[config.mk]
export PLATFORM = sky130hd
export DESIGN_NAME = status_reg
export DESIGN_NICKNAME = d
export VERILOG_FILES = /design/src/rtl/status_reg.sv
export SDC_FILE = /design/constraint.sdc
export NUM_CORES = 1
export LEC_CHECK = 0
export CORE_MARGIN = 10
export CORE_UTILIZATION = 28
export DETAILED_ROUTE_END_ITERATION = 6
export GPL_TIMING_DRIVEN = 0
export HOLD_SLACK_MARGIN = 0.05
export PLACE_DENSITY = 0.84
export SLEW_MARGIN = 30
export SYNTH_ARGS = -nofsm -noshare
export SYNTH_HDL_FRONTEND = slang
export SYNTH_SLANG_ARGS = --single-unit
[constraint.sdc]
create_clock -name i_clk -period 1.1 [get_ports i_clk]
set_input_delay 0.22 -clock i_clk [delete_from_list [all_inputs] [get_ports i_clk]]
set_output_delay 0.22 -clock i_clk [all_outputs]
set_load 0.03 [all_outputs]
[src/rtl/status_reg.sv]
// 6502 processor status register (P): ALU flag capture, flag instructions,
// PLP/RTI load, push-image formatting and a delayed interrupt mask.
module status_reg #(
  parameter logic RESET_I    = 1'b1,
  parameter logic BIT5_VALUE = 1'b1
) (
  input  logic       i_clk,
  input  logic       i_rst,
  input  logic       i_alu_valid,
  input  logic       i_alu_n,
  input  logic       i_alu_v,
  input  logic       i_alu_z,
  input  logic       i_alu_c,
  input  logic [3:0] i_flag_we,
  input  logic [2:0] i_flag_op,
  input  logic       i_p_load,
  input  logic [7:0] i_p_din,
  input  logic       i_brk_push,
  input  logic       i_instr_end,
  output logic [7:0] o_p_out,
  output logic       o_carry,
  output logic       o_dec,
  output logic       o_irq_mask
);

  localparam logic [2:0] OP_NOP = 3'd0;
  localparam logic [2:0] OP_SEC = 3'd1;
  localparam logic [2:0] OP_CLC = 3'd2;
  localparam logic [2:0] OP_SEI = 3'd3;
  localparam logic [2:0] OP_CLI = 3'd4;
  localparam logic [2:0] OP_SED = 3'd5;
  localparam logic [2:0] OP_CLD = 3'd6;
  localparam logic [2:0] OP_CLV = 3'd7;

  logic r_n, r_v, r_d, r_i, r_z, r_c, r_irq_mask;
  logic w_n, w_v, w_d, w_i, w_z, w_c;

  // Flag instruction is applied after the ALU capture so it wins on the same flag.
  always_comb begin
    w_n = r_n;
    w_v = r_v;
    w_d = r_d;
    w_i = r_i;
    w_z = r_z;
    w_c = r_c;
    if (i_p_load) begin
      w_n = i_p_din[7];
      w_v = i_p_din[6];
      w_d = i_p_din[3];
      w_i = i_p_din[2];
      w_z = i_p_din[1];
      w_c = i_p_din[0];
    end else begin
      if (i_alu_valid) begin
        if (i_flag_we[3]) w_n = i_alu_n;
        if (i_flag_we[2]) w_v = i_alu_v;
        if (i_flag_we[1]) w_z = i_alu_z;
        if (i_flag_we[0]) w_c = i_alu_c;
      end
      case (i_flag_op)
        OP_NOP:  ;
        OP_SEC:  w_c = 1'b1;
        OP_CLC:  w_c = 1'b0;
        OP_SEI:  w_i = 1'b1;
        OP_CLI:  w_i = 1'b0;
        OP_SED:  w_d = 1'b1;
        OP_CLD:  w_d = 1'b0;
        OP_CLV:  w_v = 1'b0;
        default: ;
      endcase
    end
  end

  always_ff @(posedge i_clk or posedge i_rst) begin
    if (i_rst) begin
      r_n        <= 1'b0;
      r_v        <= 1'b0;
      r_d        <= 1'b0;
      r_i        <= RESET_I;
      r_z        <= 1'b0;
      r_c        <= 1'b0;
      r_irq_mask <= RESET_I;
    end else begin
      r_n <= w_n;
      r_v <= w_v;
      r_d <= w_d;
      r_i <= w_i;
      r_z <= w_z;
      r_c <= w_c;
      // The mask follows I only at instruction boundaries, using the post-update value.
      if (i_instr_end) r_irq_mask <= w_i;
    end
  end

  assign o_p_out    = {r_n, r_v, BIT5_VALUE, i_brk_push, r_d, r_i, r_z, r_c};
  assign o_carry    = r_c;
  assign o_dec      = r_d;
  assign o_irq_mask = r_irq_mask;

endmodule

==> flow_metrics.py <==
metrics = {
    "status": {
        "status": "complete, but fails checks",
        "failed_checks": "setup timing",
    },
    "sta": {
        "hold_viol": 0,
        "fin_crit_sh_pct": 111,
        "slew_viol_final": 0,
        "final-setup-viol-count": 6,
        "rsz0062_at_grt": "true",
        "setup_slack_ns": -0.122,
        "final.min_clock_period_ns": 1.22,
        "timing.fmax_mhz": 818,
        "final.setup_skew_ns": 0.0000471,
    },
    "clock_network": {
        "clk_pin_slew_ns": 0.05,
        "root_buffer": "clkbuf_4",
        "cts_sinks": 7,
        "cts_tree": "built",
        "clock_path_buffers": 2,
        "numCtsBuffers": 3,
        "htreeDepth": 1,
        "ctsHoldBuffers": 0,
        "clk_latency_ns": 0.24,
    },
    "critical_path": {
        "ff2ff_setup_slack_ns": -0.11,
        "end_kind": "output pin",
        "startpoint_type": "flop",
        "cp_max_fo": 3,
        "cp.arrival_ns": 1.00,
        "critical_path_required_ns": 0.88,
        "critPathKind": "flop to output pin",
    },
    "global_routing": {
        "grt_pass1_wl_um": 2210,
        "overflow": 0,
        "grt_max_degree": 11,
        "track_usage_pct": 7.85,
        "grt_pass1_vias": 503,
        "antenna_found_initial": 0,
    },
    "drt": {
        "wl_per_cell_um": 13.8,
        "firstDrtPassIters": 2,
        "wirelength_um": 1420,
        "avgViaCountPerCell": 4.61,
        "drtIter0Drc": 2,
        "drcViolationCount": 0,
        "antenna_left": 0,
        "vias": 475,
    },
    "cells_and_area": {
        "final_cells": 103,
        "fin_area_um2": 826,
        "multi_input_area_um2": 218,
        "fillCellCount": 149,
        "syn_to_final_growth_pct": 86.4,
        "final_common_cell": "clkdlybuf4s50_1",
        "drive_gt1_share_pct": 27.6,
        "final_cell_mix": "17 x clkdlybuf4s50_1, 10 x nand2_1, 10 x buf_6",
        "antenna_cells": 0,
        "final_nets": 113,
        "regArea_um2": 178,
    },
    "synth": {
        "syn_area_per_cell_um2": 8.36,
        "syn_area_um2": 443,
        "synth.distinct_cells": 21,
        "synth-main-ff-cell": "dfrtp_1",
        "yosysSeqAreaShare_pct": 40.1,
        "async_flop_share_pct": 100,
        "yosysWarnings": 0,
        "netlist_instances": 53,
        "synth_edf_count": 0,
        "ys_ff_latch": 7,
        "synth_fp_nets": 78,
    },
    "power_and_ir_drop": {
        "power.leakage_uw": 0.000380,
        "ir_drop_mv": 0.845,
        "power_density_mw_per_mm2": 1110,
        "power_uw": 913,
    },
    "die": {
        "die_y_um": 59.8,
        "core.rowCount": 14,
        "core_area_mm2": 0.00151,
        "dieArea_mm2": 0.00357,
        "initial_utilization_pct": 29.4,
        "ios": 36,
        "die_w_um": 59.8,
    },
    "placement": {
        "gp_congestion": 0.798,
        "placed_cells": 100,
        "placedInstanceArea_um2": 773,
        "dp_slack_ns": -0.522,
        "hpwlAfterDp_um": 1140,
        "numPortBuffers": 31,
    },
    "hold_path": {
        "hp-class": "primary input to async pin",
    },
    "run": {
        "maxCapViolCount": 0,
    },
}
==> flip-flops by register name, indices dropped and copies added, names as in the netlist <==
| register | flops |
|---|---|
| r_i | 1 |
| o_irq_mask | 1 |
| r_z | 1 |
| r_v | 1 |
| r_n | 1 |
| o_dec | 1 |
| o_carry | 1 |
==> synthesized netlist by cell type, types with 2 or more instances <==
cell     count  area share (%)
nand2_1     10             8.5
buf_4        8              14
o21ai_0      6             6.8
dfrtp_1      5              28
a21oi_1      4             4.5
a31oi_1      2             2.8
dfstp_2      2              12
mux2i_1      2             4.5
nor2_1       2             1.7
==> repair_timing <==
item | in CTS | in global routing
gates resized for setup | 69 | 7
buffers inserted | 2 | 0
endpoints found under the setup margin | 17 | 9
pin swaps | 3 | 1
==> final timing paths <==
check / end / from / depth (start not counted)
max: o_p_out[2] / r_i / 2
min: r_z / i_rst / 2
max reg2reg: o_irq_mask / r_i / 3
min reg2reg: r_n / r_n / 2
max in group asynchronous: o_irq_mask / i_rst / 2
min in group i_clk: r_v / i_alu_valid / 4
==> per-layer routing <==
| layer | GRT usage [%] | part of all wire [%] | vias to the layer above |
|---|---|---|---|
| met2 | 14.7 | 51 | 21 |
| met5 | 0 | 0 | - |
| met4 | 0 | 0 | 0 |
| met1 | 7.24 | 36 | 211 |
| li1 | - | - | 243 |
| met3 | 5.30 | 13 | 0 |
==> critical path, cell delays in order (launching register included) <==
cell     delay (ns)
dfstp_2        0.55
buf_6          0.09
buf_6          0.12
==> through the flow <==
step | setup TNS [ns] | util (%) | hold WS [ns]
floorplan | -0.0181 | - | 0.0219
detailed placement | -4.73 | 51.3 | 0.474
global placement | -4.54 | 51.3 | 0.467
finish | -0.288 | 54.8 | 0.202
global route | -0.515 | 54.8 | 0.211
CTS | -0.328 | 54.1 | 0.208
==> where the power goes <==
part           total (µW)  switching [µW]  leakage (µW)  internal [µW]
logic                 372             174      0.000284            198
registers             314            22.3     0.0000813            292
clock network         226            88.2     0.0000150            138
==> layout make-up <==
class                      instances  area share [%]
tap                               16            2.42
multi-input combinational         36            26.4
sequential                         7            21.5
inverter                           1           0.455
buffer                             6            6.82
clock buffer                       4            3.18
timing repair buffer              33            39.2
==> logic make-up (layout without fill, tap and decap cells) <==
logic type,count (synthesis),after routing,synth area share (%)
AND/OR/NAND/NOR,15,15,14.4
XOR/XNOR,1,1,1.98
buffers and inverters,10,44,15.3
multiplexers,2,2,4.52
flip-flops,7,7,40.1
AO/OA/AOI/OAI,17,17,22.9
other,1,1,0.847
(Power assumes the default switching activity.)
==> edit 1: new RTL, same flow settings <==
`RESET_I`: 1'b1 -> 1'b0.
--- a/src/rtl/status_reg.sv
+++ b/src/rtl/status_reg.sv
@@ -1,7 +1,7 @@
 // 6502 processor status register (P): ALU flag capture, flag instructions,
 // PLP/RTI load, push-image formatting and a delayed interrupt mask.
 module status_reg #(
-  parameter logic RESET_I    = 1'b1,
+  parameter logic RESET_I    = 1'b0,
   parameter logic BIT5_VALUE = 1'b1
 ) (
   input  logic       i_clk,
Formal check against the unedited RTL: not equivalent (Yosys sat finds a counterexample within 4 cycles, from zero or initial values and one cycle with i_rst high).
==> edit 1 against the original RTL <==
The run still ends with negative setup slack left. Core utilization fell by 0.78 points. Setup slack improved by 98 ps. Combinational power fell by 2%. Power fell by 0.37%. Routed wire length rose by 0.63%. Clock power rose by 6%. Sequential share of layout area rose by 0.26 points. Cell area fell by 2.6%. Via count rose by 1.1%. Synthesized area fell by 0.57%. Sequential cell count did not move. Sequential power fell by 2%. Clock skew barely moved. Critical endpoint unchanged.
==> edit 1: results (changes against the original RTL) <==
{
  "combPwrFrac": {"value": 0.400, "change": "was 0.408"},
  "timing.final.ws_setup": {"value": -24.21, "unit": "ps", "change": "was -122.1 ps"},
  "netSwitchingPower": {"value": 295.8, "unit": "µW", "change": "was 284.5 µW"},
  "met3RoutedLength": {"value": 195, "unit": "µm", "change": "was 185 µm"},
  "synthTopCellsByCount": {"value": "10 x nand2_1, 8 x buf_4, 7 x dfrtp_1, 6 x o21ai_0, 4 x a21oi_1", "change": "was 10 x nand2_1, 8 x buf_4, 6 x o21ai_0, 5 x dfrtp_1, 4 x a21oi_1"},
  "power_clock": {"value": 239, "unit": "µW", "change": "was 226 µW"},
  "design_power_total": {"value": 909.1, "unit": "µW", "change": "was 912.5 µW"},
  "total_global_routing_track_utilization": {"value": 0.07869, "change": "was 0.07852"},
  "met2RoutedLength": {"value": 741, "unit": "µm", "change": "was 725 µm"},
  "global_route.usage.met2": {"value": 0.1309, "change": "was 0.1471"},
  "area_fraction_in_compound_gates_after_synthesis": {"value": 0.2301, "change": "was 0.2288"},
  "synth.top_cells.by_area": {"value": "dfrtp_1 40%, buf_4 14%, nand2_1 8.5%, o21ai_0 6.8%, a21oi_1 4.5%", "change": "was dfrtp_1 28%, buf_4 14%, dfstp_2 12%, nand2_1 8.5%, o21ai_0 6.8%"},
  "design.final.nets": {"value": 112, "change": "was 113"},
  "static-leakage-power": {"value": 0.3761, "unit": "nW", "change": "was 0.3799 nW"},
  "synth_mux_area_frac": {"value": 0.04545, "change": "was 0.04520"},
  "postRouteWirelength": {"value": 1430, "unit": "µm", "change": "was 1421 µm"},
  "grt_first_pass_wirelength": {"value": 2201, "unit": "µm", "change": "was 2208 µm"},
  "violations": {"value": "negative setup slack", "change": "unchanged"},
  "yosysSeqAreaShare": {"value": 0.3977, "change": "was 0.4011"},
  "timing.final.setup_violations": {"value": 3, "change": "was 6"},
  "synth_cell_type_count": {"value": 20, "change": "was 21"},
  "regToRegSetupSlack": {"value": 60, "unit": "ps", "change": "was -110 ps"},
  "r2r-end": {"value": "o_irq_mask", "change": "unchanged"},
  "via_count_of_the_first_global_routing_pass": {"value": 496, "change": "was 503"},
  "status": {"value": "finished with violations", "change": "unchanged"},
  "postPlaceCellArea": {"value": 770.7, "unit": "µm²", "change": "was 773.2 µm²"}
}
[edit 1: timing repair]
item	in CTS	in global routing
hold buffers	0	0
pin swaps	0	2
setup endpoints to repair	17	8
gates resized for setup	68	6
setup buffers	0	1
[edit 1: worst min-delay path by stage]
stage	start	to	slack, ps
after floorplan	i_rst	o_carry	20
after global placement	i_rst	o_irq_mask	470
after detailed placement	i_rst	r_n	490
after CTS	i_rst	r_n	210
after global routing	i_rst	r_z	210
final	i_rst	o_irq_mask	200
[edit 1: layout make-up]
type / instances / area [µm²]
Inverter: 1 / 3.754
Clock buffer: 4 / 26.28
Buffer: 6 / 53.80
Fill cell: 151 / 684.4
Multi-Input combinational cell: 36 / 220.2
Timing Repair Buffer: 32 / 305.3
Sequential cell: 7 / 175.2
Tap cell: 16 / 20.02
[edit 1: worst max-delay path, cell delays in order (launching register included)]
cell and delay [ps]:
dfrtp_1 400, buf_6 120, buf_6 130
==> edit 2: new RTL, same flow settings <==
Without the edit above. Make the reset (`i_rst`) synchronous in one clocked block.
--- a/src/rtl/status_reg.sv
+++ b/src/rtl/status_reg.sv
@@ -71,7 +71,7 @@
     end
   end
 
-  always_ff @(posedge i_clk or posedge i_rst) begin
+  always_ff @(posedge i_clk) begin
     if (i_rst) begin
       r_n        <= 1'b0;
       r_v        <= 1'b0;
Behaviour: differs if i_rst is asserted again (counterexample within 4 cycles, from zero or initial values and one cycle with i_rst high); with i_rst held inactive, the same outputs for 10 cycles.
==> edit 2 against the original RTL <==
Cell count up 5.8%. Cell area down 5.3%. Die area up 3.2%. Sequential power down 9.2%. Routed wire length up 9.4%. Global-route usage up 0.17 points. Hold slack better by 53 ps. Power down 11%. Fmax up 14%. Sequential cell count unchanged. Non-clock buffer count unchanged. Setup slack better by 150 ps. Synthesized area up 4.8%. Critical path type unchanged. Largest cell class unchanged. Highest routed layer is now met4.
==> edit 2: results (changes against the original RTL) <==
{
  "status": {"value": "finished clean", "change": "was finished with violations"},
  "cp_startpoint": {"value": "r_n", "change": "was r_i"},
  "p_int": {"value": 555.7, "unit": "µW", "change": "was 628.0 µW"},
  "avgViaCountPerCell": {"value": 4.908, "change": "was 4.612"},
  "combPwrFrac": {"value": 0.337, "change": "was 0.408"},
  "critical_path.max_fanout": {"value": 2, "change": "was 3"},
  "global_route.usage.met2": {"value": 0.1397, "change": "was 0.1471"},
  "route.top_layer_used": {"value": "met4", "change": "was met3"},
  "worst_clock_skew": {"value": 0.1674, "unit": "ps", "change": "was 0.04713 ps"},
  "gp_congestion": {"value": 0.7468, "change": "was 0.7978"},
  "groute.layer.met1.usage": {"value": 0.07042, "change": "was 0.07238"},
  "port_buffers": {"value": 30, "change": "was 31"},
  "static-leakage-power": {"value": 0.3727, "unit": "nW", "change": "was 0.3799 nW"},
  "synth.net_count": {"value": 84, "change": "was 78"},
  "hold_path_class": {"value": "in -> reg", "change": "was in -> async"},
  "syn_avg_cell_area": {"value": 7.868, "unit": "µm²", "change": "was 8.357 µm²"},
  "placed_cells_incl_taps": {"value": 105, "change": "was 100"},
  "synth_cell_type_count": {"value": 23, "change": "was 21"},
  "layout-drive-gt1-share": {"value": 0.2903, "change": "was 0.2759"},
  "fill_cells": {"value": 161, "change": "was 149"},
  "power.density_cell_area": {"value": 1034, "unit": "nW/µm²", "change": "was 1105 nW/µm²"},
  "post-cts-setup-buffers": {"value": 0, "change": "was 2"},
  "synth_mux_area_frac": {"value": 0, "change": "was 0.04520"},
  "pwr.group.sequential": {"value": 285, "unit": "µW", "change": "was 314 µW"},
  "first_iter_violations": {"value": 3, "change": "was 2"},
  "ctsResizeCount": {"value": 56, "change": "was 69"},
  "grt_util_met3": {"value": 0.05219, "change": "was 0.05297"},
  "ir_worst_vdd": {"value": 460.1, "unit": "µV", "change": "was 845.0 µV"},
  "grt_max_degree": {"value": 10, "change": "was 11"},
  "whs": {"value": 255.0, "unit": "ps", "change": "was 202.1 ps"},
  "met2RoutedLength": {"value": 762, "unit": "µm", "change": "was 725 µm"},
  "synthTopCellsByCount": {"value": "8 x buf_4, 7 x dfxtp_1, 7 x nand2_1, 6 x o21ai_0", "change": "was 10 x nand2_1, 8 x buf_4, 6 x o21ai_0, 5 x dfrtp_1, 4 x a21oi_1"},
  "design.final.nets": {"value": 119, "change": "was 113"},
  "postRouteWirelength": {"value": 1554, "unit": "µm", "change": "was 1421 µm"},
  "yosys.area_share.xor_xnor": {"value": 0.01887, "change": "was 0.01977"}
}
edit 2: cell count changes after synthesis, moves of 2 or more:
| cell | before | now |
|---|---|---|
| a31oi_1 | 2 | 0 |
| dfstp_2 | 2 | 0 |
| and3_1 | 0 | 3 |
| nand2_1 | 10 | 7 |
| dfrtp_1 | 5 | 0 |
| inv_1 | 1 | 5 |
| mux2i_1 | 2 | 0 |
| a21boi_0 | 1 | 3 |
| dfxtp_1 | 0 | 7 |
| nor2_1 | 2 | 0 |
edit 2: area by class of cell:
cell class | instances | area (µm²) | area share
Multi-Input combinational cell | 38 | 231.5 | 0.2960
Clock buffer | 4 | 26.28 | 0.03360
Sequential cell | 7 | 145.1 | 0.1856
Inverter | 5 | 18.77 | 0.02400
Tap cell | 16 | 20.02 | 0.02560
Buffer | 9 | 73.82 | 0.09440
Timing Repair Buffer | 30 | 266.5 | 0.3408
edit 2: worst max-delay path: stages, from the launching register on:
cell     delay (ps)
dfxtp_2         320
buf_4           120
buf_4           160
